### src/rtl/dot_matrix_pkg.sv
// Shared types and constants for the dot-matrix cursor: FSM state encodings,
// one-hot button directions and a clog2 helper that never returns zero.
package dot_matrix_pkg;

  typedef enum logic [3:0] {
    OFF  = 4'hA,
    INIT = 4'hF,
    RUN  = 4'h5
  } state_t;

  localparam logic [3:0] DIR_UP    = 4'b0001;
  localparam logic [3:0] DIR_RIGHT = 4'b0010;
  localparam logic [3:0] DIR_DOWN  = 4'b0100;
  localparam logic [3:0] DIR_LEFT  = 4'b1000;

  // Width needed to index n items; a single item still gets one bit.
  function automatic int clog2_min1(input int n);
    int r;
    r = 0;
    while ((1 << r) < n) r++;
    return (r < 1) ? 1 : r;
  endfunction

endpackage

### src/rtl/dot_matrix_btn_repeat.sv
// Button front end: remembers last cycle's buttons, turns a fresh single-button
// press into a move and keeps producing moves while that button stays held.
module dot_matrix_btn_repeat
  import dot_matrix_pkg::*;
#(
  parameter int REPEAT_DELAY = 16,
  parameter int REPEAT_RATE  = 4
) (
  input  logic       clk,
  input  logic       reset,
  input  logic       enable,
  input  logic [3:0] dir,
  output logic       move_pulse,
  output logic [3:0] move_dir
);

  localparam int SPAN = (REPEAT_DELAY > REPEAT_RATE) ? REPEAT_DELAY : REPEAT_RATE;
  localparam int CNTW = clog2_min1(SPAN);
  localparam logic [CNTW-1:0] DELAY_LAST = CNTW'((REPEAT_DELAY > 0) ? REPEAT_DELAY - 1 : 0);
  localparam logic [CNTW-1:0] RATE_LAST  = CNTW'((REPEAT_RATE > 0) ? REPEAT_RATE - 1 : 0);
  localparam bit REPEAT_ON = (REPEAT_DELAY > 0);

  logic [3:0]      prev_dir;
  logic [CNTW-1:0] cnt;
  logic            armed;      // a real press started the current hold
  logic            repeating;  // first repeat done, now pacing at REPEAT_RATE
  logic            dir_valid;
  logic            press;
  logic            held;
  logic            hit;

  // NOTE: every signal gets a default at the top of always_comb so that no
  // path leaves it unassigned, which would otherwise infer a latch.
  always_comb begin
    dir_valid  = 1'b0;
    press      = 1'b0;
    held       = 1'b0;
    hit        = 1'b0;
    move_pulse = 1'b0;
    move_dir   = dir;
    case (dir)
      DIR_UP, DIR_RIGHT, DIR_DOWN, DIR_LEFT: dir_valid = 1'b1;
      default:                               dir_valid = 1'b0;
    endcase
    press      = enable && dir_valid && (dir != prev_dir);
    held       = enable && dir_valid && (dir == prev_dir) && armed && REPEAT_ON;
    hit        = held && (repeating ? (cnt == RATE_LAST) : (cnt == DELAY_LAST));
    move_pulse = press || hit;
  end

  // NOTE: prev_dir is deliberately left out of reset: it reloads from the
  // buttons on every edge in every state, so a reset would add nothing.
  always_ff @(posedge clk) begin
    prev_dir <= dir;
  end

  // NOTE: sequential state uses non-blocking assignments so every register
  // samples pre-edge values regardless of statement order.
  always_ff @(posedge clk) begin
    if (reset || !enable || !dir_valid) begin
      cnt       <= '0;
      armed     <= 1'b0;
      repeating <= 1'b0;
    end else if (press) begin
      cnt       <= '0;
      armed     <= 1'b1;
      repeating <= 1'b0;
    end else if (hit) begin
      cnt       <= '0;
      repeating <= 1'b1;
    end else if (held) begin
      cnt       <= cnt + 1'b1;
    end
  end

endmodule

### src/rtl/dot_matrix_cursor.sv
// Single lit dot on a ROWS x COLS LED matrix, steered by four debounced buttons
// with hold-to-repeat and wrap-or-clamp edges; power low blanks everything.
module dot_matrix_cursor
  import dot_matrix_pkg::*;
#(
  parameter  int ROWS         = 8,
  parameter  int COLS         = 8,
  parameter  int WRAP         = 1,
  parameter  int REPEAT_DELAY = 16,
  parameter  int REPEAT_RATE  = 4,
  localparam int RW           = clog2_min1(ROWS),
  localparam int CW           = clog2_min1(COLS)
) (
  input  logic                 clk,
  input  logic                 reset,
  input  logic                 power,
  input  logic                 up,
  input  logic                 down,
  input  logic                 left,
  input  logic                 right,
  output logic [ROWS*COLS-1:0] mat_out,
  output logic [RW-1:0]        row_pos,
  output logic [CW-1:0]        col_pos,
  output logic                 active
);

  localparam int NDOTS = ROWS * COLS;
  localparam logic [RW-1:0] ROW_LAST = RW'(ROWS - 1);
  localparam logic [CW-1:0] COL_LAST = CW'(COLS - 1);

  state_t           state;
  state_t           state_nx;
  logic [3:0]       dir;
  logic             move_pulse;
  logic [3:0]       move_dir;
  logic [RW-1:0]    row_nx;
  logic [CW-1:0]    col_nx;
  logic [NDOTS-1:0] mat_nx;

  assign dir    = {left, down, right, up};
  assign active = (state == RUN);

  dot_matrix_btn_repeat #(
    .REPEAT_DELAY (REPEAT_DELAY),
    .REPEAT_RATE  (REPEAT_RATE)
  ) u_btn (
    .clk        (clk),
    .reset      (reset),
    .enable     (active && power),
    .dir        (dir),
    .move_pulse (move_pulse),
    .move_dir   (move_dir)
  );

  always_comb begin
    state_nx = state;
    case (state)
      OFF:     state_nx = INIT;
      INIT:    state_nx = RUN;
      RUN:     state_nx = RUN;
      default: state_nx = INIT;
    endcase
  end

  // Non-power-of-2 sizes need the explicit last-index compares for wrapping.
  always_comb begin
    row_nx = row_pos;
    col_nx = col_pos;
    if (state != RUN) begin
      row_nx = '0;
      col_nx = '0;
    end else if (move_pulse) begin
      case (move_dir)
        DIR_UP: begin
          if (row_pos != '0)  row_nx = row_pos - 1'b1;
          else if (WRAP != 0) row_nx = ROW_LAST;
        end
        DIR_DOWN: begin
          if (row_pos != ROW_LAST) row_nx = row_pos + 1'b1;
          else if (WRAP != 0)      row_nx = '0;
        end
        DIR_LEFT: begin
          if (col_pos != '0)  col_nx = col_pos - 1'b1;
          else if (WRAP != 0) col_nx = COL_LAST;
        end
        DIR_RIGHT: begin
          if (col_pos != COL_LAST) col_nx = col_pos + 1'b1;
          else if (WRAP != 0)      col_nx = '0;
        end
        default: ;
      endcase
    end
    mat_nx = NDOTS'(1) << (int'(row_nx) * COLS + int'(col_nx));
  end

  // Power loss dominates reset, which dominates normal sequencing.
  always_ff @(posedge clk) begin
    if (!power) begin
      state   <= OFF;
      row_pos <= '0;
      col_pos <= '0;
      mat_out <= '0;
    end else if (reset) begin
      state   <= INIT;
      row_pos <= '0;
      col_pos <= '0;
      mat_out <= NDOTS'(1);
    end else begin
      state   <= state_nx;
      row_pos <= row_nx;
      col_pos <= col_nx;
      mat_out <= mat_nx;
    end
  end

endmodule

### config.mk
export PLATFORM = sky130hd
export DESIGN_NAME = dot_matrix_cursor
export DESIGN_NICKNAME = d
export VERILOG_FILES = /design/src/rtl/dot_matrix_pkg.sv /design/src/rtl/dot_matrix_btn_repeat.sv /design/src/rtl/dot_matrix_cursor.sv
export SDC_FILE = /design/constraint.sdc
export NUM_CORES = 1
export LEC_CHECK = 0
export BUFFER_PORTS_ARGS = -buffer_cell sky130_fd_sc_hd__buf_2
export CAP_MARGIN = 20
export CORE_ASPECT_RATIO = 1.25
export CORE_MARGIN = 5
export CORE_UTILIZATION = 25
export DETAILED_ROUTE_END_ITERATION = 10
export SYNTH_ARGS = -nofsm -noshare
export SYNTH_HDL_FRONTEND = slang
export SYNTH_SLANG_ARGS = --single-unit
### constraint.sdc
create_clock -name clk -period 2.6 [get_ports clk]
set_clock_uncertainty 0.15 [all_clocks]
set_input_delay 0.52 -clock clk [delete_from_list [all_inputs] [get_ports clk]]
set_output_delay 0.52 -clock clk [all_outputs]
set_load 0.02 [all_outputs]
Yosys cells after proc, flatten, opt, wreduce, memory -nomap -nowiden
Index checks and enable logic that the tools add are counted.
{"block": "totals", "word_cells": 64, "output_inout_bits": 71, "regBits": 84, "in_bits": 7}
{"block": "op_classes", "mux": 15, "reduce_logical": 18, "eq_ne": 13, "bitwise": 1, "n_shift": 1, "add_sub_neg": 6}
{"operator": "$shl 1x7->64 const A", "count": 1}
{"operator": "$mux 3", "count": 9}
{"operator": "$eq 4x4->1 const B", "count": 3}
{"operator": "$pmux 3 s2", "count": 2}
{"operator": "$eq 4x2->1 const B", "count": 2}
{"operator": "$eq 4x3->1 const B", "count": 2}
{"operator": "$add 6x3->7", "count": 1}
{"operator": "$add 3x1->3 const B", "count": 2}
{"operator": "$logic_and 1x1->1", "count": 6}
{"operator": "$ne 3x3->1 const B", "count": 2}
{"operator": "$reduce_bool 3->1", "count": 2}
{"operator": "$reduce_or 2->1", "count": 3}
{"operator": "$sub 3x1->3 const B", "count": 2}
{"operator": "$add 4x1->4 const B", "count": 1}
{"operator": "$eq 4x1->1 const B", "count": 1}
{"operator": "$eq 4x4->1", "count": 1}
{"operator": "$mux 4", "count": 1}
{"operator": "$ne 4x3->1 const B", "count": 1}
{"operator": "$ne 4x4->1", "count": 1}
{"operator": "$reduce_or 4->1", "count": 1}
{"operator": "$logic_or 1x1->1", "count": 3}
{"operator": "$mux 1", "count": 3}
{"operator": "$reduce_or 3->1", "count": 1}
{"operator": "$logic_not 1->1", "count": 2}
{"operator": "$not 1->1", "count": 1}

Longest topological paths before layout
{"block": "depth", "ltp_word": 13, "depth_mapped": 10, "mapped_depth_nobuf": 8}

Modules after synthesis
A second synthesis with hierarchy kept.
{"block": "unflattened", "hier_cells": 304, "hier_area_um2": 3148.0}
{"module": "dot_matrix_cursor", "cells_each": 259, "seq_area_each_um2": 1441.4, "instances": 1, "area_each_um2": 2665.1}
{"module": "dot_matrix_btn_repeat", "cells_each": 45, "seq_area_each_um2": 200.2, "instances": 1, "area_each_um2": 483.0}

Least setup slack after synthesis
OpenSTA, ideal clock, no wires.
{"block": "synth_timing", "kind": "input -> register", "from": "in up", "to": "reg mat_out[45]", "required_time_ns": 2.377, "n_path_buf": 3, "slack_ns": -0.177, "path_stages": 9, "t_arrival_ns": 2.554, "setup_time_ns": 0.073, "cell_sequence": "buf_4 -> xnor2_1 -> nand4_2 -> o2111ai_4 -> mux2_2 -> or3_1 -> buf_6 -> buf_6 -> nor3_2"}
{"block": "synth_via", "elab_chain_len": 12, "word_cells_on_any_way": 22}
{"item": "from (decl)", "line_no": "dot_matrix_cursor.sv:17", "rtl": "input logic up,"}
{"item": "$eq 4x1->1, or another cell as far along", "line_no": "dot_matrix_btn_repeat.sv:41, dot_matrix_cursor.sv:73"}
{"item": "$reduce_or 4->1", "line_no": "dot_matrix_btn_repeat.sv:41", "rtl": "case (dir)"}
{"item": "$mux 1", "line_no": "dot_matrix_btn_repeat.sv:41"}
{"item": "$logic_and 1x1->1", "line_no": "dot_matrix_btn_repeat.sv:45, dot_matrix_btn_repeat.sv:46"}
{"item": "$logic_and 1x1->1 (2 in a row)", "line_no": "dot_matrix_btn_repeat.sv:46", "rtl": "held = enable && dir_valid && (dir == prev_dir) && armed && REPEAT_ON;"}
{"item": "$logic_and 1x1->1", "line_no": "dot_matrix_btn_repeat.sv:47", "rtl": "hit = held && (repeating ? (cnt == RATE_LAST) : (cnt == DELAY_LAST));"}
{"item": "$logic_or 1x1->1", "line_no": "dot_matrix_btn_repeat.sv:48", "rtl": "move_pulse = press || hit;"}
{"item": "$mux 3", "line_no": "dot_matrix_cursor.sv:72", "rtl": "end else if (move_pulse) begin"}
{"item": "$mux 3", "line_no": "dot_matrix_cursor.sv:69", "rtl": "if (state != RUN) begin"}
{"item": "$add 6x3->7 *", "line_no": "dot_matrix_cursor.sv:93", "rtl": "mat_nx = NDOTS'(1) << (int'(row_nx) * COLS + int'(col_nx));"}
{"item": "$shl 1x7->64 *", "line_no": "dot_matrix_cursor.sv:93"}
{"item": "to (signal assigned)", "line_no": "dot_matrix_cursor.sv:112", "rtl": "mat_out <= mat_nx;"}
{"item": "to (decl)", "line_no": "dot_matrix_cursor.sv:21", "rtl": "output logic [ROWS*COLS-1:0] mat_out,"}
Mark *: on every way between the ends. The rest lies on a longest branch, timed or not.
A chain may end at the register's enable or synchronous reset.

Worst setup path in the final report
{"block": "layout_timing", "from": "reg col_pos[0]", "to": "reg mat_out[8]"}
{"block": "layout_via", "elab_chain_len": 7, "word_cells_on_any_way": 11}
{"item": "from (decl)", "line_no": "dot_matrix_cursor.sv:23", "rtl": "output logic [CW-1:0] col_pos,"}
{"item": "from (signal assigned)", "line_no": "dot_matrix_cursor.sv:111", "rtl": "col_pos <= col_nx;"}
{"item": "$add 3x1->3, or another cell as far along", "line_no": "dot_matrix_cursor.sv:87", "rtl": "if (col_pos != COL_LAST) col_nx = col_pos + 1'b1;"}
{"item": "$mux 3, on equally long branches", "line_no": "dot_matrix_cursor.sv:87, dot_matrix_cursor.sv:83"}
{"item": "$pmux 3 s2", "line_no": "dot_matrix_cursor.sv:73", "rtl": "case (move_dir)"}
{"item": "$mux 3 *", "line_no": "dot_matrix_cursor.sv:72"}
{"item": "$mux 3 *", "line_no": "dot_matrix_cursor.sv:69"}
{"item": "$add 6x3->7 *", "line_no": "dot_matrix_cursor.sv:93"}
{"item": "$shl 1x7->64 *", "line_no": "dot_matrix_cursor.sv:93"}
Marked as above.

==> run_results.csv <==
group,metric,value,unit
synthesis,yosysTopAreaCell,"dfxtp_1",
layout,areaGrowthSynthToFinish,41.3,%
floorplan,die_x,110,um
global_routing,grt_pass1_wl,13700,um
cts,path_clk_slew,0.06,ns
layout,mostFrequentLayoutCell,"dfxtp_1",
cts,htree_levels,3,
drt,dr.pass1.iters,4,
synthesis,synth_warnings,0,
synthesis,synth_area_leaders,"dfxtp_1 (52%), nor3_1 (9.1%), nor3_2 (3.8%)",
timing,layout_min_cycle_time,2.44,ns
synthesis,syn_inst,308,
power_and_ir_drop,p_per_area,613,mW/mm2
power_and_ir_drop,power.leakage,1.91,nW
cts,cts_root_buf,"clkbuf_16",
worst_setup_path,r2r_slack,0.16,ns
drt,antenna_left,0,
floorplan,start_util,0.257,
placed_design,globalplace.congestion,0.781,
drt,drtIter0Drc,79,
timing,finalCritPeriodShare,0.938,
layout,num_antenna_cells,0,
timing,tightest_slew,0.413,ns
cts,cts_tree,"built",
outcome,status,"finished clean",
synthesis,synthArstFlopShare,0,
global_routing,use_met1,0.132,
timing,setup_viol,0,
floorplan,rows,45,
worst_setup_path,rr_startpoint,"col_pos[0]$_SDFF_PP0_",
synthesis,synth_top_area_share,0.521,
cts,clockBufferDepth,2,
global_routing,antenna_found_initial,0,
synthesis,syn_area,0.00315,mm2
global_routing,grt_max_degree,17,
drt,num_vias,2660,
floorplan,die_y,136,um
cts,cts_buffers,9,
floorplan,core_area,0.0123,mm2
synthesis,syn-mean-instance-area,10.2,um2
synthesis,yosysSeqAreaShare,0.521,
layout,nets,443,
worst_setup_path,crit_arrival,2.54,ns
global_routing,overflow,0,
drt,drc_errors,0,
timing,rsz0062_at_grt,"no",
synthesis,synth_edf_count,0,
worst_setup_path,cp_data_required_time,2.70,ns
global_routing,grt_usage,0.112,
drt,avgRoutedWirePerCell,13.8,um
placed_design,dpl.hpwl,6140,um
worst_setup_path,cp-start-kind,"flip-flop",
floorplan,io_pins,78,
power_and_ir_drop,peakVddDrop,288,uV
timing,finalSetupTns,0,ns
placed_design,place.port_buffers,77,
floorplan,die-area,0.0150,mm2
synthesis,ys_types,55,
worst_setup_path,cp_max_fo,15,
timing,fin_hold_ws,0.234,ns
synthesis,syn_nets,324,
global_routing,busiest_layer,"met2",
job,maxCapViolCount,0,
drt,route.detailed.vias_per_inst,4.46,
cts,clk-insertion-delay-late,0.33,ns
global_routing,use_met3,0.0371,
timing,finalHoldViolCount,0,
timing,drv_slew,0,
worst_setup_path,startpoint,"col_pos[0]$_SDFF_PP0_",
synthesis,ys_ff_latch,82,
placed_design,place_area,0.00410,mm2
synthesis,synth_top_flop_cell,"dfxtp_1",
worst_setup_path,worstSetupPathType,"reg2reg",
layout,stdcell_area,0.00445,mm2
global_routing,met2_usage,0.193,
min_path,hp-class,"reg2reg",
layout,drive_gt1_frac,0.403,
global_routing,grt_pass1_vias,2629,
timing,relSlewSlack,0.724,
cts,clock-sinks,82,
worst_setup_path,worstSetupEndpointType,"flip-flop",
min_path,hp-start,"state[0]$_SDFF_PN0_",
timing,max_freq,0.410,GHz
layout,mostFrequentLayoutCells,"dfxtp_1 (80), buf_2 (77), nor3_1 (57), buf_4 (43), nor2_1 (15)",
drt,routed_wl,8250,um
## final timing paths
kind / to / cells after the start
hold / removal: state[1]$_SDFF_PP1_ / 1
hold reg to reg: state[1]$_SDFF_PP1_ / 1
setup reg to reg: mat_out[8]$_SDFF_PP0_ / 8
setup / recovery: mat_out[8]$_SDFF_PP0_ / 8
## state kept, by name, summed over array words and instances, names as in the netlist
name,count
row_pos,3
mat_out,64
u_btn.repeating,1
col_pos,3
u_btn.armed,1
state,2
u_btn.prev_dir,4
u_btn.cnt,4
## metrics by stage
| stage | cells | utilization | setup WS [ns] | power (mW) |
|---|---|---|---|---|
| 3_5_place_dp | 579 | 0.334 | -0.0854 | 1.40 |
| 4_1_cts | 595 | 0.361 | 0.0297 | 2.77 |
| 6_report | 596 | 0.363 | 0.161 | 2.73 |
| 3_3_place_gp | 579 | 0.334 | -0.0688 | 1.40 |
| 5_1_grt | 596 | 0.363 | 0.0110 | 2.82 |
| 2_1_floorplan | 308 | - | 0.0329 | 1.36 |
## metal layers
layer  wire length, um  up-vias
li1                  -     1342
met1              3630     1227
met2              3980       78
met3               516       13
met4               124        0
met5                 0        -
## repair_timing
item | CTS | global route
hold buffers | 0 | 0
setup endpoints to repair | 0 | 28
setup buffers | 0 | 1
gates resized for setup | 0 | 5
## Yosys cell counts (all sizes together) (6+ instances only)
| cell type | instances |
|---|---|
| dfxtp | 82 |
| nor3 | 69 |
| nor2 | 16 |
| buf | 14 |
| nand2 | 12 |
| ha | 9 |
| inv | 8 |
| o21ai | 7 |
| a21oi | 6 |
| nand3 | 6 |
| xnor2 | 6 |
## worst max-delay path: stages (launching register included)
cell	delay, ns
dfxtp_2	0.35
inv_1	0.09
ha_1	0.32
a32oi_1	0.18
o211ai_1	0.20
or4_1	0.52
o311a_1	0.19
buf_12	0.17
nor3_1	0.19
## area by class of cell
class	instances	area (um2)
timing repair buffer	127	848
tap	164	205
sequential	82	1640
inverter	8	30.0
clock buffer	10	239
fill	1250	7820
multi-input combinational	199	1400
clock inverter	6	90.1
## report_power, final
part           total, mW  switching (mW)  internal (mW)  leakage (nW)
clock network       1.36           0.488          0.868         0.159
registers           1.27         0.00280           1.26         0.664
logic              0.109          0.0605         0.0486          1.09
## cell families (layout without fill, tap and decap cells)
group / count (synthesis) / in the layout / share of synthesized area
buffers and inverters: 27 / 151 / 0.0480
DFF: 82 / 82 / 0.521
adders and majority gates: 9 / 9 / 0.0357
xor gates and xnor gates: 9 / 9 / 0.0250
and+or+nand+nor: 134 / 134 / 0.249
muxes: 3 / 3 / 0.0103
AOI/OAI and AO/OA: 44 / 44 / 0.112
Note: power is estimated with default switching activity, not from simulation.
